--- src/rtl/id_ex_stage_if.sv ---
// id_ex_stage_if: handshake and data bundle around the ID->EX register.
// Ports: decode side (id_*), bypass sources (ex/mem/wb), flush, EX side.
interface id_ex_stage_if #(
    parameter int XLEN         = 32,
    parameter int ALU_OP_WIDTH = 5,
    parameter int REG_ADDR_W   = 5
);
    logic                    id_valid;
    logic                    id_ready;
    logic [ALU_OP_WIDTH-1:0] id_alu_op;
    logic [XLEN-1:0]         id_pc;
    logic [XLEN-1:0]         id_imm;
    logic [REG_ADDR_W-1:0]   id_rs1_addr;
    logic [REG_ADDR_W-1:0]   id_rs2_addr;
    logic                    id_rs1_used;
    logic                    id_rs2_used;
    logic [XLEN-1:0]         id_rs1_data;
    logic [XLEN-1:0]         id_rs2_data;
    logic                    id_src1_sel;
    logic                    id_src2_sel;
    logic [REG_ADDR_W-1:0]   id_rd_addr;
    logic                    id_rd_wen;
    logic                    id_is_load;
    logic [XLEN-1:0]         ex_alu_res;
    logic [REG_ADDR_W-1:0]   mem_rd_addr;
    logic                    mem_rd_wen;
    logic [XLEN-1:0]         mem_rd_data;
    logic [REG_ADDR_W-1:0]   wb_rd_addr;
    logic                    wb_rd_wen;
    logic [XLEN-1:0]         wb_rd_data;
    logic                    flush;
    logic                    ex_ready;
    logic                    ex_valid;
    logic [ALU_OP_WIDTH-1:0] alu_op;
    logic [XLEN-1:0]         alu_src1;
    logic [XLEN-1:0]         alu_src2;
    logic [XLEN-1:0]         ex_store_data;
    logic [XLEN-1:0]         ex_pc;
    logic [XLEN-1:0]         ex_imm;
    logic [REG_ADDR_W-1:0]   ex_rd_addr;
    logic                    ex_rd_wen;
    logic                    ex_is_load;

    modport master (
        output id_valid, id_alu_op, id_pc, id_imm,
        output id_rs1_addr, id_rs2_addr, id_rs1_used, id_rs2_used,
        output id_rs1_data, id_rs2_data, id_src1_sel, id_src2_sel,
        output id_rd_addr, id_rd_wen, id_is_load, ex_alu_res,
        output mem_rd_addr, mem_rd_wen, mem_rd_data,
        output wb_rd_addr, wb_rd_wen, wb_rd_data, flush, ex_ready,
        input  id_ready, ex_valid, alu_op, alu_src1, alu_src2,
        input  ex_store_data, ex_pc, ex_imm, ex_rd_addr,
        input  ex_rd_wen, ex_is_load
    );

    modport slave (
        input  id_valid, id_alu_op, id_pc, id_imm,
        input  id_rs1_addr, id_rs2_addr, id_rs1_used, id_rs2_used,
        input  id_rs1_data, id_rs2_data, id_src1_sel, id_src2_sel,
        input  id_rd_addr, id_rd_wen, id_is_load, ex_alu_res,
        input  mem_rd_addr, mem_rd_wen, mem_rd_data,
        input  wb_rd_addr, wb_rd_wen, wb_rd_data, flush, ex_ready,
        output id_ready, ex_valid, alu_op, alu_src1, alu_src2,
        output ex_store_data, ex_pc, ex_imm, ex_rd_addr,
        output ex_rd_wen, ex_is_load
    );
endinterface

--- src/rtl/id_ex_stage.sv ---
// id_ex_stage: ID->EX register with EX/MEM/WB bypass and load-use stall.
// Ports: clk, rst (async high), bus (slave), stall_cnt if ID_EX_STALL_CNT_EN.
module id_ex_stage #(
    parameter int XLEN         = 32,
    parameter int ALU_OP_WIDTH = 5,
    parameter int REG_ADDR_W   = 5
) (
    input logic          clk,
    input logic          rst,
    id_ex_stage_if.slave bus
`ifdef ID_EX_STALL_CNT_EN
   ,output logic [31:0]  stall_cnt
`endif
);
    logic                    r_valid;
    logic [ALU_OP_WIDTH-1:0] r_alu_op;
    logic [XLEN-1:0]         r_src1;
    logic [XLEN-1:0]         r_src2;
    logic [XLEN-1:0]         r_store;
    logic [XLEN-1:0]         r_pc;
    logic [XLEN-1:0]         r_imm;
    logic [REG_ADDR_W-1:0]   r_rd_addr;
    logic                    r_rd_wen;
    logic                    r_is_load;

    logic            w_hazard;
    logic            w_fire_in;
    logic            w_fire_out;
    logic            w_ex_hit;
    logic [XLEN-1:0] w_rs1_fwd;
    logic [XLEN-1:0] w_rs2_fwd;

    // A held load cannot bypass; its consumer waits one bubble for MEM.
    assign w_hazard = r_valid && r_is_load && r_rd_wen
                   && (r_rd_addr != '0)
                   && ((bus.id_rs1_used && bus.id_rs1_addr == r_rd_addr)
                    || (bus.id_rs2_used && bus.id_rs2_addr == r_rd_addr));

    assign w_fire_out = r_valid && bus.ex_ready;
    assign bus.id_ready = (!r_valid || bus.ex_ready) && !w_hazard;
    assign w_fire_in = bus.id_valid && bus.id_ready;

    // The live ALU result is only usable when its entry leaves this cycle.
    assign w_ex_hit = r_valid && w_fire_out && r_rd_wen && !r_is_load;

    always_comb begin
        w_rs1_fwd = bus.id_rs1_data;
        if (bus.id_rs1_addr == '0)
            w_rs1_fwd = '0;
        else if (w_ex_hit && bus.id_rs1_addr == r_rd_addr)
            w_rs1_fwd = bus.ex_alu_res;
        else if (bus.mem_rd_wen && bus.id_rs1_addr == bus.mem_rd_addr)
            w_rs1_fwd = bus.mem_rd_data;
        else if (bus.wb_rd_wen && bus.id_rs1_addr == bus.wb_rd_addr)
            w_rs1_fwd = bus.wb_rd_data;
    end

    always_comb begin
        w_rs2_fwd = bus.id_rs2_data;
        if (bus.id_rs2_addr == '0)
            w_rs2_fwd = '0;
        else if (w_ex_hit && bus.id_rs2_addr == r_rd_addr)
            w_rs2_fwd = bus.ex_alu_res;
        else if (bus.mem_rd_wen && bus.id_rs2_addr == bus.mem_rd_addr)
            w_rs2_fwd = bus.mem_rd_data;
        else if (bus.wb_rd_wen && bus.id_rs2_addr == bus.wb_rd_addr)
            w_rs2_fwd = bus.wb_rd_data;
    end

    always_ff @(posedge clk or posedge rst) begin
        if (rst) begin
            r_valid   <= 1'b0;
            r_alu_op  <= '0;
            r_src1    <= '0;
            r_src2    <= '0;
            r_store   <= '0;
            r_pc      <= '0;
            r_imm     <= '0;
            r_rd_addr <= '0;
            r_rd_wen  <= 1'b0;
            r_is_load <= 1'b0;
        end else if (bus.flush) begin
            r_valid  <= 1'b0;
            r_rd_wen <= 1'b0;
        end else if (w_fire_in) begin
            r_valid   <= 1'b1;
            r_alu_op  <= bus.id_alu_op;
            r_src1    <= bus.id_src1_sel ? bus.id_pc : w_rs1_fwd;
            r_src2    <= bus.id_src2_sel ? bus.id_imm : w_rs2_fwd;
            r_store   <= w_rs2_fwd;
            r_pc      <= bus.id_pc;
            r_imm     <= bus.id_imm;
            r_rd_addr <= bus.id_rd_addr;
            r_rd_wen  <= bus.id_rd_wen;
            r_is_load <= bus.id_is_load;
        end else if (w_fire_out) begin
            r_valid   <= 1'b0;
            r_alu_op  <= '0;
            r_rd_wen  <= 1'b0;
            r_is_load <= 1'b0;
        end
    end

    assign bus.ex_valid      = r_valid;
    assign bus.alu_op        = r_alu_op;
    assign bus.alu_src1      = r_src1;
    assign bus.alu_src2      = r_src2;
    assign bus.ex_store_data = r_store;
    assign bus.ex_pc         = r_pc;
    assign bus.ex_imm        = r_imm;
    assign bus.ex_rd_addr    = r_rd_addr;
    assign bus.ex_rd_wen     = r_rd_wen;
    assign bus.ex_is_load    = r_is_load;

`ifdef ID_EX_STALL_CNT_EN
    logic [31:0] r_stall_cnt;

    always_ff @(posedge clk or posedge rst) begin
        if (rst)
            r_stall_cnt <= '0;
        else if (bus.id_valid && w_hazard && r_stall_cnt != '1)
            r_stall_cnt <= r_stall_cnt + 32'd1;
    end

    assign stall_cnt = r_stall_cnt;
`endif
endmodule

--- src/flat_wrapper.sv ---
// flat-port wrapper written by rule: the top's interface ports become plain ports
module id_ex_stage_flat 
#(
    parameter int XLEN         = 32,
    parameter int ALU_OP_WIDTH = 5,
    parameter int REG_ADDR_W   = 5
)
  (clk, rst, bus_id_valid, bus_id_alu_op, bus_id_pc, bus_id_imm, bus_id_rs1_addr, bus_id_rs2_addr, bus_id_rs1_used, bus_id_rs2_used, bus_id_rs1_data, bus_id_rs2_data, bus_id_src1_sel, bus_id_src2_sel, bus_id_rd_addr, bus_id_rd_wen, bus_id_is_load, bus_ex_alu_res, bus_mem_rd_addr, bus_mem_rd_wen, bus_mem_rd_data, bus_wb_rd_addr, bus_wb_rd_wen, bus_wb_rd_data, bus_flush, bus_ex_ready, bus_id_ready, bus_ex_valid, bus_alu_op, bus_alu_src1, bus_alu_src2, bus_ex_store_data, bus_ex_pc, bus_ex_imm, bus_ex_rd_addr, bus_ex_rd_wen, bus_ex_is_load);
  id_ex_stage_if #(.XLEN(XLEN), .ALU_OP_WIDTH(ALU_OP_WIDTH), .REG_ADDR_W(REG_ADDR_W)) bus_i ();
  input logic clk;
  input logic rst;
  input wire logic [$bits(bus_i.id_valid)-1:0] bus_id_valid;
  input wire logic [$bits(bus_i.id_alu_op)-1:0] bus_id_alu_op;
  input wire logic [$bits(bus_i.id_pc)-1:0] bus_id_pc;
  input wire logic [$bits(bus_i.id_imm)-1:0] bus_id_imm;
  input wire logic [$bits(bus_i.id_rs1_addr)-1:0] bus_id_rs1_addr;
  input wire logic [$bits(bus_i.id_rs2_addr)-1:0] bus_id_rs2_addr;
  input wire logic [$bits(bus_i.id_rs1_used)-1:0] bus_id_rs1_used;
  input wire logic [$bits(bus_i.id_rs2_used)-1:0] bus_id_rs2_used;
  input wire logic [$bits(bus_i.id_rs1_data)-1:0] bus_id_rs1_data;
  input wire logic [$bits(bus_i.id_rs2_data)-1:0] bus_id_rs2_data;
  input wire logic [$bits(bus_i.id_src1_sel)-1:0] bus_id_src1_sel;
  input wire logic [$bits(bus_i.id_src2_sel)-1:0] bus_id_src2_sel;
  input wire logic [$bits(bus_i.id_rd_addr)-1:0] bus_id_rd_addr;
  input wire logic [$bits(bus_i.id_rd_wen)-1:0] bus_id_rd_wen;
  input wire logic [$bits(bus_i.id_is_load)-1:0] bus_id_is_load;
  input wire logic [$bits(bus_i.ex_alu_res)-1:0] bus_ex_alu_res;
  input wire logic [$bits(bus_i.mem_rd_addr)-1:0] bus_mem_rd_addr;
  input wire logic [$bits(bus_i.mem_rd_wen)-1:0] bus_mem_rd_wen;
  input wire logic [$bits(bus_i.mem_rd_data)-1:0] bus_mem_rd_data;
  input wire logic [$bits(bus_i.wb_rd_addr)-1:0] bus_wb_rd_addr;
  input wire logic [$bits(bus_i.wb_rd_wen)-1:0] bus_wb_rd_wen;
  input wire logic [$bits(bus_i.wb_rd_data)-1:0] bus_wb_rd_data;
  input wire logic [$bits(bus_i.flush)-1:0] bus_flush;
  input wire logic [$bits(bus_i.ex_ready)-1:0] bus_ex_ready;
  output wire logic [$bits(bus_i.id_ready)-1:0] bus_id_ready;
  output wire logic [$bits(bus_i.ex_valid)-1:0] bus_ex_valid;
  output wire logic [$bits(bus_i.alu_op)-1:0] bus_alu_op;
  output wire logic [$bits(bus_i.alu_src1)-1:0] bus_alu_src1;
  output wire logic [$bits(bus_i.alu_src2)-1:0] bus_alu_src2;
  output wire logic [$bits(bus_i.ex_store_data)-1:0] bus_ex_store_data;
  output wire logic [$bits(bus_i.ex_pc)-1:0] bus_ex_pc;
  output wire logic [$bits(bus_i.ex_imm)-1:0] bus_ex_imm;
  output wire logic [$bits(bus_i.ex_rd_addr)-1:0] bus_ex_rd_addr;
  output wire logic [$bits(bus_i.ex_rd_wen)-1:0] bus_ex_rd_wen;
  output wire logic [$bits(bus_i.ex_is_load)-1:0] bus_ex_is_load;
  assign bus_i.id_valid = bus_id_valid;
  assign bus_i.id_alu_op = bus_id_alu_op;
  assign bus_i.id_pc = bus_id_pc;
  assign bus_i.id_imm = bus_id_imm;
  assign bus_i.id_rs1_addr = bus_id_rs1_addr;
  assign bus_i.id_rs2_addr = bus_id_rs2_addr;
  assign bus_i.id_rs1_used = bus_id_rs1_used;
  assign bus_i.id_rs2_used = bus_id_rs2_used;
  assign bus_i.id_rs1_data = bus_id_rs1_data;
  assign bus_i.id_rs2_data = bus_id_rs2_data;
  assign bus_i.id_src1_sel = bus_id_src1_sel;
  assign bus_i.id_src2_sel = bus_id_src2_sel;
  assign bus_i.id_rd_addr = bus_id_rd_addr;
  assign bus_i.id_rd_wen = bus_id_rd_wen;
  assign bus_i.id_is_load = bus_id_is_load;
  assign bus_i.ex_alu_res = bus_ex_alu_res;
  assign bus_i.mem_rd_addr = bus_mem_rd_addr;
  assign bus_i.mem_rd_wen = bus_mem_rd_wen;
  assign bus_i.mem_rd_data = bus_mem_rd_data;
  assign bus_i.wb_rd_addr = bus_wb_rd_addr;
  assign bus_i.wb_rd_wen = bus_wb_rd_wen;
  assign bus_i.wb_rd_data = bus_wb_rd_data;
  assign bus_i.flush = bus_flush;
  assign bus_i.ex_ready = bus_ex_ready;
  assign bus_id_ready = bus_i.id_ready;
  assign bus_ex_valid = bus_i.ex_valid;
  assign bus_alu_op = bus_i.alu_op;
  assign bus_alu_src1 = bus_i.alu_src1;
  assign bus_alu_src2 = bus_i.alu_src2;
  assign bus_ex_store_data = bus_i.ex_store_data;
  assign bus_ex_pc = bus_i.ex_pc;
  assign bus_ex_imm = bus_i.ex_imm;
  assign bus_ex_rd_addr = bus_i.ex_rd_addr;
  assign bus_ex_rd_wen = bus_i.ex_rd_wen;
  assign bus_ex_is_load = bus_i.ex_is_load;
  id_ex_stage #(.XLEN(XLEN), .ALU_OP_WIDTH(ALU_OP_WIDTH), .REG_ADDR_W(REG_ADDR_W)) u_core (.clk(clk), .rst(rst), .bus(bus_i));
endmodule
--- config.mk ---
export PLATFORM = sky130hd
export DESIGN_NAME = id_ex_stage_flat
export DESIGN_NICKNAME = d
export VERILOG_FILES = /design/src/rtl/id_ex_stage_if.sv /design/src/rtl/id_ex_stage.sv /design/src/flat_wrapper.sv
export SDC_FILE = /design/constraint.sdc
export NUM_CORES = 1
export LEC_CHECK = 0
export ABC_AREA = 1
export BUFFER_PORTS_ARGS = -buffer_cell sky130_fd_sc_hd__buf_4
export CAP_MARGIN = 10
export CORE_AREA = 4 4 168 170
export DETAILED_ROUTE_END_ITERATION = 8
export DIE_AREA = 0 0 172 174
export HOLD_SLACK_MARGIN = 0.03
export PLACE_DENSITY = 0.69
export SLEW_MARGIN = 20
export SYNTH_ARGS = -nofsm -noshare
export SYNTH_HDL_FRONTEND = slang
export SYNTH_SLANG_ARGS = --single-unit
export TNS_END_PERCENT = 20
--- constraint.sdc ---
create_clock -name clk -period 18.7 [get_ports clk]
set_clock_uncertainty 0.05 [all_clocks]
set_input_delay 4.675 -clock clk [delete_from_list [all_inputs] [get_ports clk]]
set_output_delay 4.675 -clock clk [all_outputs]
set_load 0.05 [all_outputs]
# ---- Yosys cells after proc, flatten, opt, wreduce, memory -nomap -nowiden
# Index checks and enable logic that the tools add are counted.
dict set report word_totals {
  reg_bits 173
  in_bits 267
  out_inout_bits 174
}
dict set report classes {
  n_eq_ne 6
  mux 18
  bitwise_logic 1
  reduce_logical 30
}
# op count
set ops {}
lappend ops {{32-bit two-way mux} 10}
lappend ops {{5-bit equality test} 6}
lappend ops {{1-bit logical AND} 18}
lappend ops {{5-bit zero test} 2}
lappend ops {{5-bit two-way mux} 2}
lappend ops {{1-bit two-way mux} 6}
lappend ops {{5-bit nonzero test} 1}
lappend ops {{2-bit AND reduction} 2}
lappend ops {{1-bit zero test} 3}
lappend ops {{3-bit nonzero test} 1}
lappend ops {{1-bit logical OR} 2}
lappend ops {{2-bit nonzero test} 1}
lappend ops {{1-bit inverter} 1}

# ---- Longest topological paths before layout
# Gate-level depths: netlist of run 1.
dict set report depth {
  word_depth 9
  depth_mapped 14
  depth_no_buf 13
}

# ---- Worst setup path before layout of run 1
# OpenSTA, ideal clock, no wires.
dict set report synth_timing {
  path_kind {input to output}
  start {input port bus_id_rs2_addr[3]}
  end {output port bus_id_ready}
  arrival_ns 6.192
  slack_ns 7.783
  cell_stages 7
  path_cell_list {inv_2 > nand2_1 > nand2_1 > nor2_2 > nand3_1 > a21oi_1 > o21ai_0}
}
dict set report synth_between {
  elab_chain_len 6
}
# element line
set synth_lines {}
lappend synth_lines {{start, declared} flat_wrapper.sv:17} ;# input wire logic [$bits(bus_i.id_rs2_addr)-1:0] bus_id_rs2_addr;
lappend synth_lines {{5-bit equality test} id_ex_stage.sv:37} ;# || (bus.id_rs2_used && bus.id_rs2_addr == r_rd_addr));
lappend synth_lines {{1-bit logical AND} id_ex_stage.sv:37}
lappend synth_lines {{1-bit logical OR} id_ex_stage.sv:37}
lappend synth_lines {{1-bit logical AND} id_ex_stage.sv:36} ;# && ((bus.id_rs1_used && bus.id_rs1_addr == r_rd_addr)
lappend synth_lines {{1-bit zero test} id_ex_stage.sv:40} ;# assign bus.id_ready = (!r_valid || bus.ex_ready) && !w_hazard;
lappend synth_lines {{1-bit logical AND} id_ex_stage.sv:40}
lappend synth_lines {{end, declared} flat_wrapper.sv:36} ;# output wire logic [$bits(bus_i.id_ready)-1:0] bus_id_ready;
# No other way between the ends.

# ---- Worst setup path after layout of run 1
dict set report layout_timing {
  start {input port bus_id_rs2_addr[1]}
  end {output port bus_id_ready}
}
# The elaborated chain is that of the path after synthesis.

==> results by stage, run 1 <==
Final layout:
- Once layout is complete, the utilization of the core stands at 57.5%.
- The synthesis-to-layout area growth is 35.9%.
- For this run, the post-layout net count is 2524.
- The total inserted antenna cells is 0.
- The share of final-layout standard cells stronger than drive strength 1 is 22.4%.

Setup path:
- Data on the critical path is required at its endpoint by 13.98 ns.
- The worst setup path is launched from an input port.
- Data on the critical path arrives at its endpoint at 6.45 ns.
- The kind of critical path is in2out.
- The maximum fanout encountered on the critical timing path is 33.
- The endpoint type of the worst setup path is an output pin.

Min path:
- In this run the worst hold path is classified as reg2reg.

Drt:
- After detailed routing, the number of vias per cell comes to 5.10.
- For this run, the detailed router's first-pass iteration total came to 6.
- The detailed router finished its first iteration with 1296 violations.
- The overall via count from detail_route is 13300.
- For this run, design rule violations remaining after detail routing come to 0.
- The total wirelength of the detailed-routed design is 48000 µm.
- Dividing the detail-routed wire length by the instance count gives 18.4 µm.
- The number of antenna-violating nets in the routed design is 0.

Floorplanning:
- In this run the horizontal extent of the chip is 172 µm.
- Pin placement for this block handled 441 I/O pins.
- The starting density of the core is 42.3%.
- The die span in y is 174 µm.
- The die area is 29900 µm².
- The row count is 60.
- After floorplanning, the core was sized to cover 26700 µm².

Synthesis:
- After synthesis, the mean cell area works out to 5.98 µm².
- In the synthesized netlist, mux cells make up 0.0996% of the area.
- The synthesized-area fraction occupied by ao, oa, aoi and oai cells is 2.03%.
- The post-synthesis xor/xnor area fraction is 0.387%.
- The simple logic cell fraction of the synthesized area is 46.6%.
- The main combinational cell family by area after synthesis is simple AND/OR/NAND/NOR gates.
- The count of state elements after synthesis is 173.
- The cell count after synthesis came out at 1891.
- The net count of the mapped netlist is 2158.
- The dominant cell type by area after synthesis is sky130_fd_sc_hd__dfrtp_1.
- The proportion of synthesized chip area in sequential cells is 38.3%.
- After Yosys synthesis, full adders, half adders and majority gates account for 0% of the synthesized area.
- The number of warnings issued by yosys is 0.
- Summing every instance area after synthesis gives 11300 µm².
- The fraction of post-synthesis cell area in the top cell type by area is 38.3%.
- The number of different library cells used by synthesis comes to 23.
- Sorting the synthesized cells by area gives the leading types as sky130_fd_sc_hd__dfrtp_1 (38%), sky130_fd_sc_hd__nand2_1 (31%), sky130_fd_sc_hd__inv_1 (8.4%).

Global routing:
- Entering global routing, the biggest net connects 118 pins.
- The number of antenna violations at the first check in global routing is 0.
- The global router's overall resource usage is 30.9%.
- The via count of the first global-routing pass came to 12700.
- The first global-routing pass estimated 72300 µm of wire.
- For this run the aggregate overflow at the end of global routing stands at 0.

STA:
- On the final layout, the worst hold slack is 0.434 ns.
- Static timing analysis puts the maximum clock frequency at 89.5 MHz.
- The headroom to the max-slew limit is 23.6%.
- After layout, the worst path uses 59.7% of the clock period.
- The final worst setup slack is 7.53 ns.
- The number of failing setup endpoints in the final timing report is 0.
- The final count of hold timing violations came to 0.
- At the pin with the least slew margin, the transition time is 1.15 ns.
- The clock period could shrink to 11.17 ns.
- Setup repair after global routing left no endpoint under its margin.
- The final setup TNS is 0 ns.
- The max-slew violation total from the final report is 0.

Placed design:
- At the placement stage, the worst setup path has a slack of 7.51 ns.
- The placed wire-length estimate after detailed placement is 35200 µm.
- The final weighted congestion in routability-driven placement is 0.941.
- The number of port buffers is 440.

CTS:
- Buffers added to address setup during post-CTS repair amount to 0.
- In this run, post-CTS repair resized a total of 0 instances.
- The clock reaches the later pin of the worst-skew pair after 0.44 ns.
- The number of hold buffers added after CTS was 0.
- The number of H-tree levels is 4.
- CTS saw 173 sinks.
- The clock tree from TritonCTS is built.
- The CTS buffer count is 17.
- The buffer levels on the longest clock path is 2.
- After clock tree synthesis, the clock-pin slew on the worst setup and hold paths is 0.07 ns.
- The root buffer selected by CTS is sky130_fd_sc_hd__clkbuf_16.

Power and ir drop:
- The reported leakage power is 9.51 nW.
- The total power of the final layout is 0.00140 W.
- IR analysis of the VDD net gives a maximum drop of 0.0000714 V.
- The power density relative to cell area is 91.3 nW/µm².

Outcome:
- The run finished with clean final reports.

Job:
- The tool flagged a number of max-cap violations equal to 0.
cell usage in the layout, fill, tap and decap left out, drive strengths merged:
master | netlist | routed
a31o | 1 | 1
nand2 | 939 | 939
clkinv | 0 | 6
a21oi | 3 | 3
nor3 | 3 | 3
o21ai | 41 | 41
buf | 45 | 452
xor2 | 3 | 3
xnor2 | 2 | 2
nand4 | 67 | 67
mux2 | 1 | 1
nand3b | 1 | 1
and3 | 1 | 1
dfrtp | 173 | 173
inv | 258 | 267
nand3 | 138 | 138
clkbuf | 60 | 17
nor2 | 155 | 155
metrics by stage:
stage,instance area [µm²],instances
2_1_floorplan,11300,1891
3_3_place_gp,14800,2579
3_5_place_dp,14800,2579
4_1_cts,15400,2611
5_1_grt,15400,2611
6_report,15400,2611
cell usage after synthesis (all sizes together):
library cell and n:
nor3 3, inv 258, nor2 155, buf 45
dfrtp 173, xnor2 2, o21ai 41, xor2 3
nand3 138, nand4 67, mux2 1, nand3b 1
nand2 939, a21oi 3, a31o 1, clkbuf 60
and3 1
sequential cells by signal, summed over array words and instances, names as in the netlist:
signal	count
u_core.bus.ex_is_load	1
u_core.bus.alu_op	5
u_core.bus.ex_rd_addr	5
u_core.bus.ex_store_data	32
u_core.bus.ex_imm	32
u_core.bus.ex_rd_wen	1
u_core.bus.alu_src2	32
u_core.bus.ex_valid	1
u_core.bus.alu_src1	32
u_core.bus.ex_pc	32
metal layers:
layer / vias up / GRT usage (%) / routed length, µm
met5: - / 0 / 0
met2: 704 / 52.8 / 23300
met1: 6088 / 38.7 / 18600
met4: 0 / 11.1 / 1760
li1: 6406 / - / -
met3: 106 / 6.14 / 4370
layout make-up:
class	instances	area [µm²]
clock buffers	17	425
clock inverters	15	170
fillers	2666	11400
inverters	258	978
multi-input cells	1355	5640
flip-flops and latches	173	4330
well taps	341	427
repair buffers	452	3390
worst paths after layout:
check | end | startpoint | cells after the start | slack [ns]
hold / removal | u_core.bus.alu_src2[31] | u_core.bus.alu_src2[31] | 2 | 0.43
hold reg to reg | u_core.bus.alu_src2[31] | u_core.bus.alu_src2[31] | 2 | 0.43
max in group asynchronous | u_core.bus.alu_src2[8] | rst | 3 | 13.00
setup reg to reg | u_core.bus.alu_src1[31] | u_core.bus.ex_rd_addr[4] | 10 | 15.19
setup / recovery | bus_id_ready | bus_id_rs2_addr[1] | 10 | 7.53
min in group asynchronous | u_core.bus.alu_src2[20] | rst | 2 | 4.32
critical path, stage by stage:
cell	delay (ns)
sky130_fd_sc_hd__buf_4	0.13
sky130_fd_sc_hd__inv_2	0.09
sky130_fd_sc_hd__nand2_1	0.06
sky130_fd_sc_hd__nand2_1	0.06
sky130_fd_sc_hd__nand2_1	0.08
sky130_fd_sc_hd__nor2_4	0.61
sky130_fd_sc_hd__nand3_1	0.25
sky130_fd_sc_hd__a21oi_1	0.19
sky130_fd_sc_hd__o21ai_0	0.08
sky130_fd_sc_hd__buf_4	0.21
logic make-up after synthesis:
kind of cell | count (synthesis)
XOR/XNOR | 5
AO/OA/AOI/OAI | 45
buffers and inverters | 363
flip-flops | 173
multiplexers | 1
AND/OR/NAND/NOR | 1304
power by group:
group	internal (W)	switching [W]	leakage, nW	total (W)
Clock	0.000181	0.000189	0.292	0.000370
Combinational	0.000166	0.000394	7.06	0.000559
Sequential	0.000433	0.0000393	2.16	0.000473
Total	0.000780	0.000622	9.51	0.00140
Note: power is estimated with default switching activity, not from simulation.
==> run 2, diff against run 1 <==
--- a/config.mk
+++ b/config.mk
@@ -8,11 +8,11 @@
 export ABC_AREA = 1
 export BUFFER_PORTS_ARGS = -buffer_cell sky130_fd_sc_hd__buf_4
 export CAP_MARGIN = 10
-export CORE_AREA = 4 4 168 170
+export CORE_AREA = 4 4 169 171
 export DETAILED_ROUTE_END_ITERATION = 8
-export DIE_AREA = 0 0 172 174
+export DIE_AREA = 0 0 173 175
 export HOLD_SLACK_MARGIN = 0.03
-export PLACE_DENSITY = 0.69
+export PLACE_DENSITY = 0.71
 export SLEW_MARGIN = 20
 export SYNTH_ARGS = -nofsm -noshare
 export SYNTH_HDL_FRONTEND = slang
==> constraint.sdc (replaced) <==
create_clock -name clk -period 10.1 [get_ports clk]
set_clock_uncertainty 0.05 [all_clocks]
set_input_delay 2.525 -clock clk [delete_from_list [all_inputs] [get_ports clk]]
set_output_delay 2.525 -clock clk [all_outputs]
set_load 0.05 [all_outputs]
==> run 2 against run 1 <==
  * Design area is 0.23% lower
  * Combinational power is 84% higher
  * Clock-buffer cell count stayed put
  * Global-route usage is 0.14 points lower
  * Critical path depth stayed put
  * Clock power is 86% higher
  * Via count is 0.94% lower
  * Sequential share of layout area is 0.065 points higher
  * First-iteration DRC count is 9.3% higher
  * Wire length is 0.76% higher
  * Final cell count hardly changed
  * Largest cell class unchanged
==> results by stage, run 2 (synthesis gave the netlist of run 1 again) <==
Floorplanning:
- In this run the vertical extent of the chip is 175 µm.
- The placeable core area is 26900 µm².
- Once the floorplan was initialized, standard cells occupied 42.1% of the core.
- The die area is 30300 µm².
- In this run the count of I/O pins placed on the die edge is 441.
- The row count is 60.
- The die is 173 µm wide.

Drt:
- The wire length on met3 is 4070 µm.
- The number of design-rule violations left by the first detailed-router iteration is 1417.
- The routed length on met2 is 23300 µm.
- The number of DRC violations after detailed routing is 0.
- In the final routed layout, each cell accounts on average for 18.5 µm.
- The first-pass detailed-route iteration total is 5.
- The uppermost metal layer occupied by signal nets is met4.
- Once detail routing completed, the nets flagged for antenna violations numbered 0.
- The routed design has 48300 µm of wire.
- The detailed router placed 13200 vias in this run.
- Using the TritonRoute via totals, the vias-per-cell ratio works out to 5.05.
- The sum of routed wire segments on met1 is 19000 µm.

Global routing:
- The via count of the first global-routing pass is 12800.
- Global routing used 30.8% of the available tracks across all layers.
- The overflow left after global routing is 0.
- The number of antenna violations at the first check in global routing is 1.
- The pin count of the biggest net entering global routing is 111.
- The first global-routing pass estimated 73700 µm of wire.

Final layout:
- The share of final-layout standard cells stronger than drive strength 1 is 22.3%.
- The area growth from synthesis to layout is 35.6%.
- Leaving out filler cells and counting taps, the final layout contains 2609.
- Summing all flip-flop and latch instances after layout gives 4330 µm².
- The layout has 2706 filler cells.
- Leaving out fill and tap cells, the most frequent cells in the layout are sky130_fd_sc_hd__nand2_1 (939), sky130_fd_sc_hd__buf_4 (450), sky130_fd_sc_hd__inv_1 (251).
- The share of the core filled with cells is 57.0%.
- Leaving out fill and tap cells, the most frequent cell in the layout is sky130_fd_sc_hd__nand2_1.
- In the final design database the tool counted 2522 nets.
- The area taken by multi-input logic gates is 5640 µm².

CTS:
- The number of instances resized during post-cts repair is 0.
- The post-CTS setup buffer count is 0.
- The number of H-tree levels is 4.
- The clock transition at the registers of the reported paths is 0.07 ns.
- The CTS buffer count is 17.
- The later pin in the worst-skew pair is clocked with a latency of 0.44 ns.
- TritonCTS built the clock tree.
- CTS placed an instance of sky130_fd_sc_hd__clkbuf_16 at the clock tree root.
- The hold-fix buffer count after cts is 0.
- Counting every sink on the clock net gives 173.
- The clock passes through at most 2 buffers.

STA:
- The headroom to the max-slew limit is 28.7%.
- The max-slew violation total from the final report is 0.
- The transition time at the pin with the least slew margin is 1.06 ns.
- The final count of hold timing violations is 0.
- The final period utilization is 69.2%.
- The highest clock rate is 143 MHz.
- The number of failing setup endpoints in the final timing report is 0.
- The final setup TNS is 0 ns.
- The final period demand of the worst path is 6.99 ns.
- Setup repair after global routing left no endpoint under its margin.

Setup path:
- The cell with the biggest individual delay on the critical path is sky130_fd_sc_hd__nor2_4.
- The largest stage delay on the critical path is 0.62 ns.
- The critical path goes through buf_4, inv_2, nand2_1, nand2_1, nand2_1, nor2_4, nand3_1, a21oi_1, o21ai_0, buf_4.
- The data arrival at the endpoint of the critical path is 4.42 ns.
- For the worst setup path, the data required time is 7.53 ns.
- The worst setup path is launched from an input port.
- The maximum fanout encountered on the critical timing path is 33.
- The endpoint type of the worst setup path is an output pin.
- The kind of critical path is in2out.
- In this design, the critical path's most frequently occurring cell is sky130_fd_sc_hd__nand2_1.

Outcome:
- The run finished with clean final reports.

Placed design:
- Buffers placed on the I/O ports in this run total 440.
- The congestion estimate from routability-driven global placement came to 0.923.
- The placed wire-length estimate after detailed placement is 35500 µm.
- The cell count after placement is 2577.

Power and ir drop:
- Across the VDD grid, the largest voltage drop is 0.000109 V.
- The analysis attributes to cell leakage a power of 9.48 nW.
- Dividing total power by cell area gives a power density of 169 nW/µm².

Min path:
- The path category of the worst min-delay check is reg2reg.

Job:
- Max-cap violations in this run came to 0.
-- run 2: area by class of cell --
type,instances,area share [%]
inverter,258,6.38
multi-input combinational,1355,36.8
antenna,1,0.0163
tap,341,2.78
clock inverter,14,0.963
timing repair buffer,450,22.0
sequential,173,28.2
clock buffer,17,2.78
-- run 2: per-stage QoR --
| stage | hold slack (ns) | total power [W] | instance area (µm²) | setup WS (ns) |
|---|---|---|---|---|
| final | 0.433 | 0.00259 | 15300 | 3.11 |
| after global routing | 0.455 | 0.00271 | 15300 | 3.00 |
| after CTS | 0.436 | 0.00260 | 15300 | 3.11 |
| after detailed placement | 0.416 | 0.00192 | 14800 | 3.12 |
| after global placement | 0.413 | 0.00191 | 14800 | 3.13 |
| after floorplan | 0.706 | 0.00152 | 11300 | 2.84 |
-- run 2: per-layer routing --
layer / global-route usage, % / vias to the layer above
met1: 37.7 / 6028
li1: - / 6404
met3: 7.27 / 109
met4: 12.4 / 0
met2: 52.6 / 638
met5: 0 / -
-- run 2: path summary, 6_finish.rpt --
| check | start | endpoint | slack (ns) | cells past startpoint |
|---|---|---|---|---|
| worst max register to register | u_core.bus.ex_rd_addr[1] | u_core.bus.alu_src1[31] | 6.17 | 13 |
| min in group asynchronous | rst | u_core.bus.ex_imm[25] | 2.12 | 2 |
| worst min register to register | u_core.bus.alu_src2[31] | u_core.bus.alu_src2[31] | 0.43 | 2 |
| max in group asynchronous | rst | u_core.bus.ex_store_data[10] | 6.49 | 3 |
| worst max-delay path | bus_id_rs2_addr[1] | bus_id_ready | 3.11 | 10 |
| worst min-delay path | u_core.bus.alu_src2[31] | u_core.bus.alu_src2[31] | 0.43 | 2 |
-- run 2: where the power goes --
| group | total, W | leakage [nW] | internal (W) | switching, W |
|---|---|---|---|---|
| sequential | 0.000876 | 2.16 | 0.000803 | 0.0000732 |
| clock | 0.000687 | 0.279 | 0.000350 | 0.000337 |
| combinational | 0.00103 | 7.05 | 0.000306 | 0.000725 |
| total | 0.00259 | 9.48 | 0.00146 | 0.00114 |
-- run 2: worst max-delay path, delay by kind of cell --
family	cells	cell delay [ns]
buffers and inverters	3	0.45
AO/OA/AOI/OAI	2	0.35
AND/OR/NAND/NOR	5	1.08
==> run 3, diff against run 2 <==
==> constraint.sdc (replaced) <==
create_clock -name clk -period 6.1 [get_ports clk]
set_clock_uncertainty 0.05 [all_clocks]
set_input_delay 1.525 -clock clk [delete_from_list [all_inputs] [get_ports clk]]
set_output_delay 1.525 -clock clk [all_outputs]
set_load 0.05 [all_outputs]
==> run 3 against run 2 <==
  * Design area is 0.59% higher
  * Final cell count increased by 0.23%
  * Worst setup slack worse by 1.5 ns
  * Highest routed layer unchanged
  * Sequential share of layout area fell by 0.17 points
  * Sequential power up 67%
  * Critical path depth stayed put
  * Utilization up 0.34 points
  * Die area did not move
  * Non-clock buffer count up 3
  * Combinational power is 67% higher
  * First-iteration DRC count fell by 0.56%
  * Hold slack hardly changed
==> results by stage, run 3 (synthesis gave the netlist of run 1 again) <==
Outcome:
- The flow ran to the end, and the final reports show no timing, DRC or antenna violations.

Final layout:
- Excluding fillers, the count of instances in the completed layout stands at 2615.
- The area used by sequential logic in the layout is 4330 µm².
- After the last flow step, the layout net total stands at 2525.
- The share of final-layout standard cells stronger than drive strength 1 is 22.4%.
- The synthesis-to-layout area growth is 36.4%.
- In the layout the commonest cells are sky130_fd_sc_hd__nand2_1 (939), sky130_fd_sc_hd__buf_4 (450), sky130_fd_sc_hd__inv_1 (252).
- The library cell used most frequently in the layout, excluding fill and tap cells, is sky130_fd_sc_hd__nand2_1.
- The multi-input combinational cells in the finished layout cover a total of 5650 µm².
- The total of fill cells in the finished design is 2662.

Setup path:
- The endpoint type of the worst setup path is an output pin.
- At the worst endpoint, the required time is 4.53 ns.
- The kind of critical path is in2out.
- Data on the critical path arrives at its endpoint at 2.88 ns.
- The maximum fanout encountered on the critical timing path is 33.
- The startpoint type of the worst setup path is an input port.
- In this run the register-to-register setup slack is 3.03 ns.
- Measured in cells, the most critical reg-to-reg path has a length of 12.

CTS:
- The cell sitting at the root of the clock tree is a sky130_fd_sc_hd__clkbuf_16.
- The number of instances resized during post-cts repair is 0.
- Counting every sink on the clock net gives 173.
- Hold repair after CTS inserted 0 buffers.
- The buffer levels on the longest clock path is 2.
- The number of clock buffers added by TritonCTS is 17.
- Clock-pin slew was measured on the worst setup and hold paths at 0.07 ns.
- The post-CTS setup buffer count is 0.
- In this run the number of H-tree levels came out at 4.
- The clock latency on the worst-skew pair is 0.44 ns.
- TritonCTS built the clock tree.

STA:
- Setup repair after global routing left no endpoint under its margin.
- The number of failing setup endpoints in the final timing report is 0.
- In the final timing run, aggregate negative setup slack is 0 ns.
- The transition time at the pin with the least slew margin is 1.11 ns.
- The worst pin sits at a relative slew slack of 25.8%.
- The final count of hold timing violations came to 0.
- The worst path uses 73.1% of the clock period.
- The max-slew violation total from the final report is 0.
- Subtracting the final worst setup slack from the clock period gives 4.46 ns.
- Based on the critical path, the design can be clocked at up to 224 MHz.

Global routing:
- For met1 alone, demand over resource in global routing was 35.9%.
- The first-pass GRT wire length is 73700 µm.
- The global-route track usage on met3 is 9.02%.
- The met2 track demand over resource is 52.7%.
- The number of antenna violations at the first check in global routing is 3.
- The pin count of the biggest net entering global routing is 174.
- The busiest layer in global routing is met2.
- Global routing used 31.0% of the available tracks.
- The overflow left after global routing is 0.
- The via count of the first global-routing pass is 13100.

Floorplanning:
- The floorplan step set the die height to 175 µm.
- The count of pins on the block boundary is 441.
- The initialized floorplan defines 60 standard-cell rows.
- In this run the standard cell core region covers 26900 µm².
- The die area is 30300 µm².
- The initial utilization of the core area, before any placement, comes to 42.1%.
- The die width is 173 µm.

Power and ir drop:
- The internal portion of the total power is 0.00245 W.
- Power spread over the standard cell area amounts to 281 nW/µm².
- Per report_power, the clock group accounts for 26.8% of the total.
- In this run the power spent charging and discharging nets is 0.00189 W.
- For this design the static power due to leakage is 9.53 nW.
- The switching power as a share of total power is 43.6%.
- The maximum VDD drop is 0.000135 V.
- The combinational fraction of design power is 39.6%.
- Sequential cells account for 33.6% of the total power.

Placed design:
- The final weighted congestion in routability-driven placement is 0.918.
- Port buffering added 440 buffers.
- The HPWL after detailed placement is 36200 µm.
- Including well taps, the total number of placed cells is 2580.

Drt:
- The number of design-rule violations left by the first detailed-router iteration is 1409.
- The number of DRC violations after detailed routing is 0.
- The first-pass detailed-route iteration total is 6.
- The detailed-route wire length per cell is 18.6 µm.
- Summed over all layers, the routed wires come to 48700 µm.
- The number of antenna-violating nets in the routed design is 0.
- The overall via count from detail_route is 13300.
- Dividing the detail-routed via count by the number of cells gives 5.10.

Job:
- Max-cap violations in this run came to 0.

Min path:
- In this run the worst hold path is classified as reg2reg.
- Counting instances, the worst hold path has a depth of 2.
## run 3: changes by cell type in the layout (fill, tap and decap cells not counted), sizes merged
cell | before | now
buf | 450 | 453
clkbuf | 17 | 19
clkinv | 3 | 2
diode | 1 | 3
## run 3: worst max-delay path: stages
cell	delay (ns)
sky130_fd_sc_hd__buf_4	0.11
sky130_fd_sc_hd__inv_2	0.05
sky130_fd_sc_hd__nand2_1	0.05
sky130_fd_sc_hd__nand2_1	0.10
sky130_fd_sc_hd__nor2_4	0.11
sky130_fd_sc_hd__buf_4	0.34
sky130_fd_sc_hd__nand3_1	0.15
sky130_fd_sc_hd__a21oi_1	0.16
sky130_fd_sc_hd__o21ai_0	0.08
sky130_fd_sc_hd__buf_4	0.21
## run 3: power groups by stage
stage | Sequential, W | Combinational [W] | Clock (W)
2_1_floorplan | 0.00210 | 0.000422 | 0
3_3_place_gp | 0.00147 | 0.00171 | 0
3_5_place_dp | 0.00147 | 0.00172 | 0
4_1_cts | 0.00145 | 0.00172 | 0.00117
5_1_grt | 0.00148 | 0.00183 | 0.00122
6_report | 0.00146 | 0.00172 | 0.00116
## run 3: final cells by class
class                           count  area share [%]
Inverter                          258            6.32
Sequential cell                   173            28.1
Clock inverter                     13           0.917
Clock buffer                       19            2.94
Multi-Input combinational cell   1355            36.6
Antenna cell                        3          0.0487
Tap cell                          341            2.77
Timing Repair Buffer              453            22.3
## run 3: final timing paths
check,start,to
setup / recovery,bus_id_rs2_addr[3],bus_id_ready
hold / removal,u_core.bus.alu_src1[1],u_core.bus.alu_src1[1]
setup reg to reg,u_core.bus.ex_is_load,u_core.bus.alu_src1[18]
hold reg to reg,u_core.bus.alu_src1[1],u_core.bus.alu_src1[1]
max in group asynchronous,rst,u_core.bus.ex_pc[18]
min in group asynchronous,rst,u_core.bus.ex_imm[2]
## run 3: per-stage QoR
step	power (W)	util [%]	worst slack (ns)	area [µm²]	hold WS (ns)
floorplan	0.00252	-	1.48	11300	0.706
global placement	0.00318	55.1	1.62	14800	0.414
detailed placement	0.00319	55.1	1.63	14800	0.416
CTS	0.00435	57.3	1.63	15400	0.436
global route	0.00453	57.4	1.49	15400	0.444
finish	0.00434	57.4	1.64	15400	0.433
## run 3: per-layer routing
metal,routed length [µm],share of wire (%),up-vias
li1,-,-,6420
met1,18300,38,6085
met2,23300,48,689
met3,4740,9.7,135
met4,2380,4.9,0
met5,0,0,-
